--- config.mk ---
export PLATFORM = sky130hd
export DESIGN_NAME = butterfly_ctrl
export DESIGN_NICKNAME = d
export VERILOG_FILES = /design/src/rtl/butterfly_ctrl.sv
export SDC_FILE = /design/constraint.sdc
export NUM_CORES = 1
export LEC_CHECK = 0
export CAP_MARGIN = 20
export CORE_UTILIZATION = 35
export CTS_CLUSTER_SIZE = 30
export DETAILED_ROUTE_END_ITERATION = 10
export PLACE_DENSITY = 0.74
export REMOVE_ABC_BUFFERS = 1
export SLEW_MARGIN = 0
export SYNTH_ARGS = -nofsm -noshare
export SYNTH_HDL_FRONTEND = slang
export SYNTH_SLANG_ARGS = --single-unit
--- constraint.sdc ---
create_clock -name clk -period 7.45 [get_ports clk]
set_clock_uncertainty 0.15 [all_clocks]
set_input_delay 1.1175 -clock clk [delete_from_list [all_inputs] [get_ports clk]]
set_output_delay 1.1175 -clock clk [all_outputs]
set_load 0.1 [all_outputs]
--- src/rtl/butterfly_ctrl.sv ---
// butterfly_ctrl: in-place 256-point NTT/INTT schedule over a
// dual-port coefficient RAM, twiddle ROM and pipelined butterfly.
module butterfly_ctrl #(
  parameter int BF_LAT = 7
) (
  input  logic        clk,
  input  logic        rst,
  input  logic        start,
  input  logic [1:0]  mode_in,
  output logic        busy,
  output logic        done,
  output logic        rd_en,
  output logic [7:0]  rd_addr_a,
  output logic [7:0]  rd_addr_b,
  input  logic [31:0] rd_data_a,
  input  logic [31:0] rd_data_b,
  output logic [7:0]  tw_addr,
  input  logic [31:0] tw_data,
  output logic [31:0] bf_a,
  output logic [31:0] bf_b,
  output logic [31:0] bf_w,
  output logic [1:0]  bf_mode,
  input  logic [31:0] bf_c,
  input  logic [31:0] bf_d,
  output logic        wr_en,
  output logic [7:0]  wr_addr_a,
  output logic [7:0]  wr_addr_b,
  output logic [31:0] wr_data_a,
  output logic [31:0] wr_data_b
);

  localparam int DEP = BF_LAT + 1;
  localparam int CW  = $clog2(BF_LAT + 2);

  typedef enum logic [1:0] {
    IDLE,
    RUN,
    DRAIN,
    DONE
  } state_t;

  state_t        state;
  logic [2:0]    stg;
  logic [6:0]    idx;
  logic [CW-1:0] dcnt;
  logic          inv;

  logic [7:0] len;
  logic [7:0] grp;
  logic [7:0] ofs;
  logic [7:0] base;
  logic [7:0] addr;
  logic [7:0] tw;

  logic [DEP-1:0] dv;
  logic [7:0]     da [DEP];
  logic [7:0]     db [DEP];

  // Sequence stages: 128 issues, then drain the butterfly pipe.
  always_ff @(posedge clk or negedge rst) begin
    if (!rst) begin
      state <= IDLE;
      stg   <= '0;
      idx   <= '0;
      dcnt  <= '0;
      inv   <= 1'b0;
      busy  <= 1'b0;
      done  <= 1'b0;
      rd_en <= 1'b0;
    end else begin
      unique case (state)
        IDLE: begin
          if (start && !mode_in[1]) begin
            state <= RUN;
            inv   <= mode_in[0];
            stg   <= '0;
            idx   <= '0;
            busy  <= 1'b1;
            rd_en <= 1'b1;
          end
        end
        RUN: begin
          if (idx == 7'd127) begin
            state <= DRAIN;
            rd_en <= 1'b0;
            dcnt  <= '0;
          end else begin
            idx <= idx + 7'd1;
          end
        end
        DRAIN: begin
          if (dcnt == CW'(BF_LAT)) begin
            if (stg == 3'd7) begin
              state <= DONE;
              busy  <= 1'b0;
              done  <= 1'b1;
            end else begin
              state <= RUN;
              stg   <= stg + 3'd1;
              idx   <= '0;
              rd_en <= 1'b1;
            end
          end else begin
            dcnt <= dcnt + CW'(1);
          end
        end
        DONE: begin
          state <= IDLE;
          done  <= 1'b0;
        end
        default: state <= IDLE;
      endcase
    end
  end

  // Map issue index to pair addresses and twiddle index.
  always_comb begin
    if (inv) begin
      len  = 8'd1 << stg;
      grp  = {1'b0, idx} >> stg;
      base = grp << ({1'b0, stg} + 4'd1);
      tw   = ~(8'hff >> stg) + grp;
    end else begin
      len  = 8'd128 >> stg;
      grp  = {1'b0, idx} >> (3'd7 - stg);
      base = grp << (4'd8 - {1'b0, stg});
      tw   = (8'd1 << stg) + grp;
    end
    ofs  = {1'b0, idx} & (len - 8'd1);
    addr = base + ofs;
  end

  assign rd_addr_a = rd_en ? addr : '0;
  assign rd_addr_b = rd_en ? addr + len : '0;
  assign tw_addr   = rd_en ? tw : '0;

  // Carry write addresses alongside the read + butterfly latency.
  always_ff @(posedge clk or negedge rst) begin
    if (!rst) begin
      dv <= '0;
      for (int k = 0; k < DEP; k++) begin
        da[k] <= '0;
        db[k] <= '0;
      end
    end else begin
      dv[0] <= rd_en;
      da[0] <= rd_addr_a;
      db[0] <= rd_addr_b;
      for (int k = 1; k < DEP; k++) begin
        dv[k] <= dv[k-1];
        da[k] <= da[k-1];
        db[k] <= db[k-1];
      end
    end
  end

  assign bf_a    = dv[0] ? rd_data_a : '0;
  assign bf_b    = dv[0] ? rd_data_b : '0;
  assign bf_w    = dv[0] ? tw_data : '0;
  assign bf_mode = dv[0] ? {1'b0, inv} : 2'b11;

  assign wr_en     = dv[DEP-1];
  assign wr_addr_a = wr_en ? da[DEP-1] : '0;
  assign wr_addr_b = wr_en ? db[DEP-1] : '0;
  assign wr_data_a = wr_en ? bf_c : '0;
  assign wr_data_b = wr_en ? bf_d : '0;

endmodule

### Yosys cells after proc, flatten, opt, wreduce, memory -nomap -nowiden

Cells that the tools add are included.

* register bits: 156
* latch bits: 0
* bits in writable memories: 0
* ROM bits: 0
* output and inout bits: 206
* logic and storage cells: 115
* memories kept: 0

* $add $sub $neg: 11
* multipliers: 0
* divide/modulo/power cells: 0
* $lt $le $gt $ge: 0
* equal/unequal tests: 13
* shift operators: 7
* muxes and demuxes: 42
* bitwise operators: 2
* reductions and logical operators: 15

Operators by type and width (number)
* 2-to-1 mux 32 bit: 5
* 2-to-1 mux 8 bit: 8
* adder 8 bit: 4
* 2-to-1 mux 7 bit: 4
* one-hot mux 7 bit (3 select lines): 1
* left shift 8 x 4 -> 8 bit: 2
* >> shifter 7 x 3 -> 8 bit: 2
* >> shifter 8 x 3 -> 8 bit (first input constant): 2
* inequality test 2 bit (second input constant): 7
* 2-to-1 mux 2 bit: 5
* AND reduction 5 bit: 2
* 2-to-1 mux 3 bit: 3
* AND reduction 3 bit: 3
* AND 7 x 8 -> 8 bit: 1
* 2-to-1 mux 1 bit: 8
* 2-to-1 mux 4 bit: 2
* NOT 8 bit: 1
* one-hot mux 2 bit (4 select lines): 1
* one-hot mux 4 bit (2 select lines): 1
* AND reduction 4 bit: 2
* left shift 1 x 3 -> 8 bit (first input constant): 1
* subtractor 8 x 1 -> 8 bit (second input constant): 1
* adder 7 x 1 -> 7 bit (second input constant): 1
* == test 7 bit (second input constant): 1
* 18 further kinds: 22

### Logic depth before layout (Yosys ltp)

* depth in word-level cells: 7
* gate-level depth with buffers: 24
* mapped depth without buffers: 21

### Worst setup path after synthesis

OpenSTA, ideal clock, no wires.

* path kind: reg2out
* from: register stg[0]
* to: output port rd_addr_b[7]
* arrival time: 6.126 ns
* path slack: 0.056 ns
* stages on the path, launching flop included: 21
* buffers on the path: 5
* cells stage by stage: dfrtp_1 > inv_2 > buf_2 > clkbuf_1 > ha_1 > clkbuf_1 > buf_1 > clkbuf_1 > nor2_1 > ha_1 > fa_1 > a21o_1 > a21oi_1 > xnor2_1 > ha_1 > a21oi_1 > a21boi_0 > o41ai_1 > nor3b_1 > o21ai_0 > o311ai_2

* cells in the longest elaborated chain, start to end: 7

RTL lines
* from (decl): line 43 `logic [2:0] stg;`
* from (signal assigned): line 99 `stg <= stg + 3'd1;`
* subtractor 3 bit, or another cell as far along: line 125 `grp = {1'b0, idx} >> (3'd7 - stg);`
* >> shifter 7 x 3 -> 8 bit / 2-to-1 mux 8 bit (equally long branches): line 125, 118
* left shift 8 x 4 -> 8 bit / subtractor 8 x 1 -> 8 bit (equally long branches): line 126, 129
* 2-to-1 mux 8 bit / AND 7 x 8 -> 8 bit (equally long branches): line 118, 129
* adder 8 bit: line 130 `addr = base + ofs;`
* adder 8 bit (*): line 134 `assign rd_addr_b = rd_en ? addr + len : '0;`
* 2-to-1 mux 8 bit (*): line 134
* to (decl): line 14 `output logic [7:0] rd_addr_b,`

Mark *: on every way between the ends. The rest lies on a longest branch, timed or not.

### Final worst setup path

* from: register stg[1]
* to: output port rd_addr_b[7]

The elaborated chain is that of the path after synthesis.

==> key figures <==
Finish
  • ANT cells: 0
  • Number of nets in the layout: 1410
  • Layout cell share with drive strength beyond 1: 7.072%
  • Finished Cell Area: 13120 sq um
  • Fillcell total: 2020
  • Synth-to-layout area growth: 54.91%

STA
  • Hold_ws: 0.1878 ns
  • Fmax achieved: 0.1396 GHz
  • Worst rel slew slack: 21.69%
  • RSZ-0062 raised after global routing: no
  • Fin crit share: 96.17%
  • Worst-Margin Slew: 1.171 ns
  • Slew Viols, Final: 0
  • Final hold violations: 0
  • Setup TNS: 0 ns
  • Final setup fails: 0
  • Post-layout min period: 7.165 ns

Floorplanning
  • IO Count: 371
  • Die Wd: 157.5 um
  • Initial core utilization: 35.86%
  • DIE HEIGHT: 157.5 um
  • Placeable Area: 23610 sq um
  • # rows: 56
  • Die area: 24820 sq um

Global route
  • First-pass GRT wire length: 43.21 mm
  • Vias in the first global route: 6939
  • Largest net degree at the start of global routing: 100
  • Met3 usage: 8.756%
  • All-Layer GR Usage: 24.07%
  • Met2 Resource Use GR: 33.33%
  • Initial antenna violation count: 7
  • GR peak layer: met1
  • Remaining global-route overflow: 0
  • GR Util met1: 34.86%

Detailed routing
  • Drt first pass iters: 5
  • Via count: 7583
  • Routed WL per cell: 19.89 um
  • Vias per Instance: 4.940
  • Post-Route WL: 30.53 mm
  • Number of remaining DRC errors: 0
  • Final ANT Viol Nets: 0
  • DR iter-0 viols: 845

Power and ir drop
  • Worst VDD drop: 0.0001588 V
  • Leak: 0.005590 uW
  • Power per cell area: 199.4 nW/um^2

Run
  • Maximum capacitance violations: 0

Placement
  • Dpl hpwl: 24.00 mm
  • Cell Area, Placed: 12460 sq um
  • GP Congestion: 0.9280
  • # port buffers: 370

Logic synthesis
  • Mapped Cells: 850
  • Ys flop type: dfrtp_1
  • Number of synthesized register bits: 156
  • Number of synthesized flops with an enable pin: 0
  • Mapped Area: 8467 sq um
  • Async SR Flop Fraction: 100.0%
  • Ys Warns: 0
  • Distinct cells, synth: 69
  • Synth Area per Inst: 9.961 sq um
  • Post-synthesis sequential area ratio: 46.11%

Status
  • Status: completed

Worst setup path
  • Arrival time worst endpoint: 5.90 ns
  • Critical path class: reg -> out
  • Cell mode on critical path: a21oi_1
  • CP max-delay cell: mux2i_2
  • CP peak stage delay: 0.45 ns
  • Critical Path Source Type: register
  • Crit-path cells: buf_4, mux2i_2, mux2i_1, mux2_2, mux2_2, a21oi_1, o22ai_1, ha_1, a21o_1, a21oi_1, xnor2_1, ha_1, a21oi_1, a21boi_0, o41ai_1, nor3b_1, o21ai_0, o311ai_2, buf_12
  • Crit. End Element: output port
  • CP Max Fanout: 37
  • Critical path data required time: 6.18 ns

Clock network
  • Total CTS buffers: 17
  • Cts repair resizes: 0
  • Longest Clk Path Bufs: 2
  • H-tree depth: 4
  • Post-CTS setup buffer count: 0
  • CTS Hold Bufs: 0
  • CTS tree: yes
  • Root Driver: clkbuf_16
  • CTS Sinks: 156
  • Clock latency on the worst-skew pair: 0.42 ns
  • Clock transition at path regs: 0.06 ns

Min path
  • Hold crit path type: reg -> reg
## report_power, final
| part | leakage [uW] | switching [uW] | internal (uW) | total, uW |
|---|---|---|---|---|
| logic | 0.00346 | 564 | 218 | 782 |
| clock network | 0.000302 | 320 | 580 | 900 |
| registers | 0.00182 | 18.1 | 915 | 934 |
| total | 0.00559 | 902 | 1710 | 2620 |
## worst paths after layout
check                             from            to  slack, ns  depth (start not counted)
worst max-delay path            stg[1]  rd_addr_b[7]       0.29                         19
worst min-delay path            db[61]        db[53]       0.19                          0
worst max register to register  stg[1]        db[63]       1.93                         18
worst min register to register  db[61]        db[53]       0.19                          0
max in group asynchronous          rst         dv[7]       5.10                          2
min in group asynchronous          rst        da[18]       0.57                          1
## synth_stat cells, drive strengths merged (2+ instances only)
| library cell | instances | area share, % |
|---|---|---|
| xnor2 | 20 | 2.1 |
| a21o | 12 | 1.1 |
| buf | 16 | 1.1 |
| mux2i | 23 | 3.1 |
| nand4 | 7 | 0.52 |
| o221ai | 2 | 0.21 |
| nand2b | 7 | 0.52 |
| nand3b | 5 | 0.44 |
| o41ai | 2 | 0.21 |
| xor2 | 14 | 1.4 |
| inv | 17 | 0.75 |
| nand3 | 14 | 0.83 |
| a21oi | 40 | 2.4 |
| nand2 | 55 | 2.4 |
| fa | 2 | 0.47 |
| o211ai | 2 | 0.18 |
| nor3 | 11 | 0.65 |
| mux4 | 2 | 0.53 |
| o211a | 3 | 0.35 |
| a22oi | 3 | 0.27 |
| nor2b | 9 | 0.66 |
| ha | 40 | 5.9 |
| o22ai | 4 | 0.30 |
| and3b | 2 | 0.21 |
| o21a | 2 | 0.18 |
| o21bai | 3 | 0.27 |
| nand4b | 4 | 0.41 |
| or2 | 3 | 0.22 |
| nor2 | 45 | 2.0 |
| o31ai | 3 | 0.27 |
| a31oi | 8 | 0.59 |
| dfrtp | 156 | 46 |
| clkbuf | 37 | 1.6 |
| and2 | 203 | 15 |
| mux2 | 7 | 0.98 |
| a211oi | 6 | 0.59 |
| a22o | 4 | 0.41 |
| o32ai | 2 | 0.21 |
| nor3b | 3 | 0.27 |
| o21ai | 30 | 1.8 |
| a221oi | 3 | 0.46 |
| a21boi | 4 | 0.35 |
## sequential cells by signal (all words and copies together), names as in the netlist
| name | cells |
|---|---|
| da | 64 |
| db | 64 |
| dv | 8 |
| idx | 7 |
| dcnt | 4 |
| stg | 3 |
| state | 2 |
| busy | 1 |
| done | 1 |
| inv | 1 |
| rd_en | 1 |
## metal layers
| layer | vias up | share of wire [%] |
|---|---|---|
| met3 | 44 | 11 |
| met4 | 10 | 1.6 |
| met1 | 3588 | 45 |
| met2 | 373 | 42 |
| met5 | - | 0.23 |
| li1 | 3568 | - |
## cell type report
cell class / instances / area (sq um) / area share, %
flip-flops and latches: 156 / 3906 / 29.78
inverters: 18 / 67.56 / 0.5151
clock buffers: 23 / 467.9 / 3.568
well taps: 319 / 399.1 / 3.043
repair buffers: 387 / 3852 / 29.37
clock inverters: 9 / 158.9 / 1.211
multi-input cells: 623 / 4264 / 32.51
## metrics by stage
stage | std cells | setup slack (ns) | total power, uW | util [%]
floorplan | 797 | -0.1371 | 1467 | -
global placement | 1501 | 0.9635 | 1723 | 52.66
detailed placement | 1502 | 0.8680 | 1730 | 52.78
CTS | 1534 | 0.3843 | 2641 | 55.43
global route | 1535 | 0.005387 | 2702 | 55.55
finish | 1535 | 0.2851 | 2616 | 55.55
## layout by cell type, fill, tap and decap left out, types with 4 or more instances in the layout
cell type and instances:
o21ai_1 4, nand4_1 7, nand4b_1 4, buf_4 27
clkbuf_1 4, mux2i_1 18, clkbuf_16 17, a211oi_1 5
xnor2_1 20, clkdlybuf4s50_1 356, dfrtp_1 154, nor3_1 11
and2_1 202, o22ai_1 4, ha_1 40, mux2_2 5
a21oi_1 40, a21boi_0 4, inv_1 15, nor2_1 45
bufinv_16 4, a22o_1 4, o21ai_0 26, nand3b_1 5
nor2b_1 9, nand2_1 55, xor2_1 14, nand2b_1 7
nand3_1 14, a21o_1 12, a31oi_1 8
## cells by family after synthesis
family / Yosys count / share of synthesized area, %
AO/OA/AOI/OAI: 143 / 11.26
XOR/XNOR: 34 / 3.517
adder cells (fa/ha/maj): 42 / 6.384
buffers and inverters: 71 / 3.532
flip-flops: 156 / 46.11
multiplexers: 32 / 4.655
AND/OR/NAND/NOR: 372 / 24.55
## critical path: cells and delay by family, from the launching register on
family	cells	cell delay (ns)
AOI/OAI and AO/OA	9	2.07
xor gates and xnor gates	1	0.18
and+or+nand+nor	1	0.28
buffers and inverters	2	0.64
muxes	4	1.25
DFF	1	0.35
adders and majority gates	2	0.68
Note: power is estimated with default switching activity, not from simulation.
